<file path="config.mk">
export PLATFORM = sky130hd
export DESIGN_NAME = right_shift_register
export DESIGN_NICKNAME = d
export VERILOG_FILES = /design/src/rtl/right_shift_register.sv
export SDC_FILE = /design/constraint.sdc
export NUM_CORES = 1
export LEC_CHECK = 0
export CAP_MARGIN = 40
export CORE_AREA = 3 3 40 42
export DETAILED_ROUTE_END_ITERATION = 8
export DIE_AREA = 0 0 43 45
export GPL_ROUTABILITY_DRIVEN = 0
export PLACE_DENSITY = 0.46
export SETUP_SLACK_MARGIN = 0.3
export SLEW_MARGIN = 20
export SYNTH_ARGS = -nofsm -noshare
export SYNTH_HDL_FRONTEND = slang
export SYNTH_SLANG_ARGS = --single-unit
</file>
<file path="constraint.sdc">
create_clock -name clk -period 0.8 [get_ports clk]
set_input_delay 0.12 -clock clk [delete_from_list [all_inputs] [get_ports clk]]
set_output_delay 0.12 -clock clk [all_outputs]
set_load 0.03 [all_outputs]
</file>
<file path="src/rtl/right_shift_register.sv">
`default_nettype none
// ============================================================================
// Module      : right_shift_register
// Description : Serial-in, parallel-out right-shift register. Each enabled
//               rising edge inserts the serial bit at the MSB and moves every
//               stored bit one place toward the LSB. The oldest bit falls off
//               the LSB end. The whole register is driven onto the parallel
//               output with no combinational path from the inputs.
// Revision    : 1.0 - initial release
// ----------------------------------------------------------------------------
// Parameters
//   DEPTH  : number of register bits (DEPTH >= 1), default 8
// Ports
//   clk    : in  1     rising-edge clock
//   reset  : in  1     synchronous reset, active low; clears all bits
//   enable : in  1     shift enable, active high; register holds when low
//   in     : in  1     serial data bit inserted at out[DEPTH-1]
//   out    : out DEPTH parallel contents; out[DEPTH-1] newest, out[0] oldest
// ============================================================================
module right_shift_register #(
  parameter int DEPTH = 8
) (
  input  logic             clk,
  input  logic             reset,
  input  logic             enable,
  input  logic             in,
  output logic [DEPTH-1:0] out
);

  logic [DEPTH-1:0] r_shift;
  logic [DEPTH-1:0] w_shift_next;

  // The shifted-in value is built separately for a single-bit register,
  // because the slice out[DEPTH-1:1] does not exist when DEPTH is 1.
  generate
    if (DEPTH == 1) begin : g_single_bit
      assign w_shift_next = in;
    end else begin : g_multi_bit
      assign w_shift_next = {in, r_shift[DEPTH-1:1]};
    end
  endgenerate

  // Reset outranks enable; with enable low the register simply holds.
  always_ff @(posedge clk) begin
    if (!reset) begin
      r_shift <= '0;
    end else if (enable) begin
      r_shift <= w_shift_next;
    end
  end

  assign out = r_shift;

endmodule
`default_nettype wire

</file>
==> results_dict.tcl <==
set metrics [dict create \
    status "complete, but fails checks" \
    violations "negative setup slack" \
    cp_num_buf_inv 1 \
    placed_area_um2 444 \
    final_cell_area_um2 559 \
    die_w_um 43 \
    use_met1_pct 8.96 \
    largest_reg_flops 8 \
    initial_utilization_pct 23.5 \
    cts_buffers 3 \
    sw_frac_of_total_pct 21.4 \
    cts.htree.levels 1 \
    synthesis.nets 29 \
    clk_path_buf_depth 2 \
    p_sw_uw 166 \
    critPathLaunchType "flop" \
    max_slew_margin_pct 85.7 \
    grt_pass1_wl_um 1000 \
    ir_drop_uv 674 \
    p_int_uw 609 \
    fin_crit_sh_pct 105 \
    synthTopCellsByArea "dfxtp_1, mux2i_1, nor2b_1, buf_6" \
    worstPathArrival_ns 0.72 \
    required_ns 0.68 \
    synth.avg_cell_area_um2 12.1 \
    vias 243 \
    grt_overflow 0 \
    antenna_cells 0 \
    yosysUniqueCellTypes 4 \
    yosysWarnings 0 \
    grt_pass1_vias 236 \
    antenna_found_initial 0 \
    wirelength_um 611 \
    ys_ff_latch 8 \
    wl_per_cell_um 10.0 \
    cap_viol_max_count 0 \
    nFillCells 128 \
    die_area_um2 1940 \
    cts_tree "yes" \
    hold_viol_final 0 \
    hold_path_class "in -> reg" \
    grt_usage_pct 7.76 \
    ios 12 \
    clock_power_share_pct 38.0 \
    fin_nets 52 \
    dp.cells 52 \
    setup.worst_path.end_class "primary output" \
    syn_inst 25 \
    power_frac_comb_pct 11.9 \
    synth_top_area_cell "dfxtp_1" \
    worst_clock_skew_ns 0.00508 \
    clk_pin_slew_ns 0.05 \
    path_class "reg -> out" \
    leakage_nw 0.247 \
    drcViolationCount 0 \
    crit_path_top_delay_cell "dfxtp_4" \
    cp_cell_sequence "buf_6" \
    die_h_um 45 \
    tightest_slew_ns 0.214 \
    syn-cell-area_um2 302 \
    syn_to_final_growth_pct 85.5 \
    sequentialPowerShare_pct 50.0 \
    viasPerCell 3.98 \
    met3_usage_pct 3.59 \
    seq_area_frac_synth_pct 53.1 \
    first_iter_violations 0 \
    final_layout_size_suffix_gt1_share_pct 58.7 \
    insertion_delay_ns 0.25 \
    synth_top_area_share_pct 53.1 \
    num_rows 13 \
    slew_viol_final 0 \
    rsz0062_at_grt "yes" \
    coreArea_um2 1280 \
    instances_no_fill 61 \
    numClockSinks 8 \
    cp_max_fo 3 \
    period_needed_ns 0.843 \
    cts-root-buf "clkbuf_4" \
    setup_viol 8 \
    grt_start_max_net_pins 9 \
    met2_usage_pct 9.58 \
    io_buffer_count 11 \
    worst_slack_ns -0.0432 \
    antenna_left 0 \
    pwr_density_cell_nw_per_um2 1390 \
    pre_cts_slack_ns -0.330 \
    max_stage_delay_ns 0.34 \
    firstDrtPassIters 1 \
    crit_family "flip-flops" \
    fmax_ghz 1.19 \
    grt-busiest-layer "met2" \
]
## repair_timing
item                       CTS  global route
hold buffers                 0             0
buffers inserted             6             0
setup endpoints to repair   16            16
resized for setup           13             1
cloned                       0             0
## stage by stage
step	hold WS, ns	setup TNS (ns)	utilization [%]	power [mW]
after global routing	0.479	-0.510	43.5	0.818
after floorplan	0.247	0	-	0.440
final	0.445	-0.294	43.5	0.775
after CTS	0.432	-0.415	43.2	0.800
after global placement	0.504	-2.56	34.6	0.472
after detailed placement	0.509	-2.45	34.6	0.473
## metal layers
| layer | part of all wire (%) | wire (um) |
|---|---|---|
| met5 | 0 | 0 |
| met4 | 1.6 | 10 |
| met3 | 7.5 | 46 |
| met2 | 42 | 257 |
| met1 | 48 | 296 |
## cell usage after synthesis
cell and number:
buf_6 1, dfxtp_1 8, mux2i_1 8, nor2b_1 8
## power groups by stage
stage | Sequential, mW | Combinational, mW | Clock, mW
floorplan | 0.407 | 0.0326 | 0
global placement | 0.395 | 0.0772 | 0
detailed placement | 0.396 | 0.0774 | 0
CTS | 0.387 | 0.0929 | 0.319
global route | 0.388 | 0.0972 | 0.333
finish | 0.388 | 0.0924 | 0.295
## layout make-up
cell class	instances	area, um2	area share (%)
well taps	15	18.8	3.36
multi-input cells	16	130	23.3
flip-flops and latches	8	190	34.0
clock buffers	3	22.5	4.03
repair buffers	19	198	35.3
## cells in the final DEF, fill, tap and decap left out
cell,Yosys,layout
buf_6,1,13
nor2b_1,8,8
mux2i_1,8,8
dfxtp_4,0,8
dlygate4sd2_1,0,1
clkdlybuf4s50_1,0,2
buf_4,0,3
clkbuf_4,0,3
## cells by family after synthesis
| logic type | Yosys count | share of synthesized area (%) |
|---|---|---|
| multiplexers | 8 | 26.6 |
| AND/OR/NAND/NOR | 8 | 16.6 |
| flip-flops | 8 | 53.1 |
| buffers and inverters | 1 | 3.73 |
## worst paths after layout
kind	slack, ns	cells after the start	end	from
worst max-delay path	-0.04	1	out[4]	out[4]$_SDFFE_PN0P_
worst min-delay path	0.45	4	out[5]$_SDFFE_PN0P_	enable
worst max register to register	0.05	3	out[4]$_SDFFE_PN0P_	out[5]$_SDFFE_PN0P_
worst min register to register	0.53	2	out[0]$_SDFFE_PN0P_	out[0]$_SDFFE_PN0P_
(Power assumes the default switching activity.)
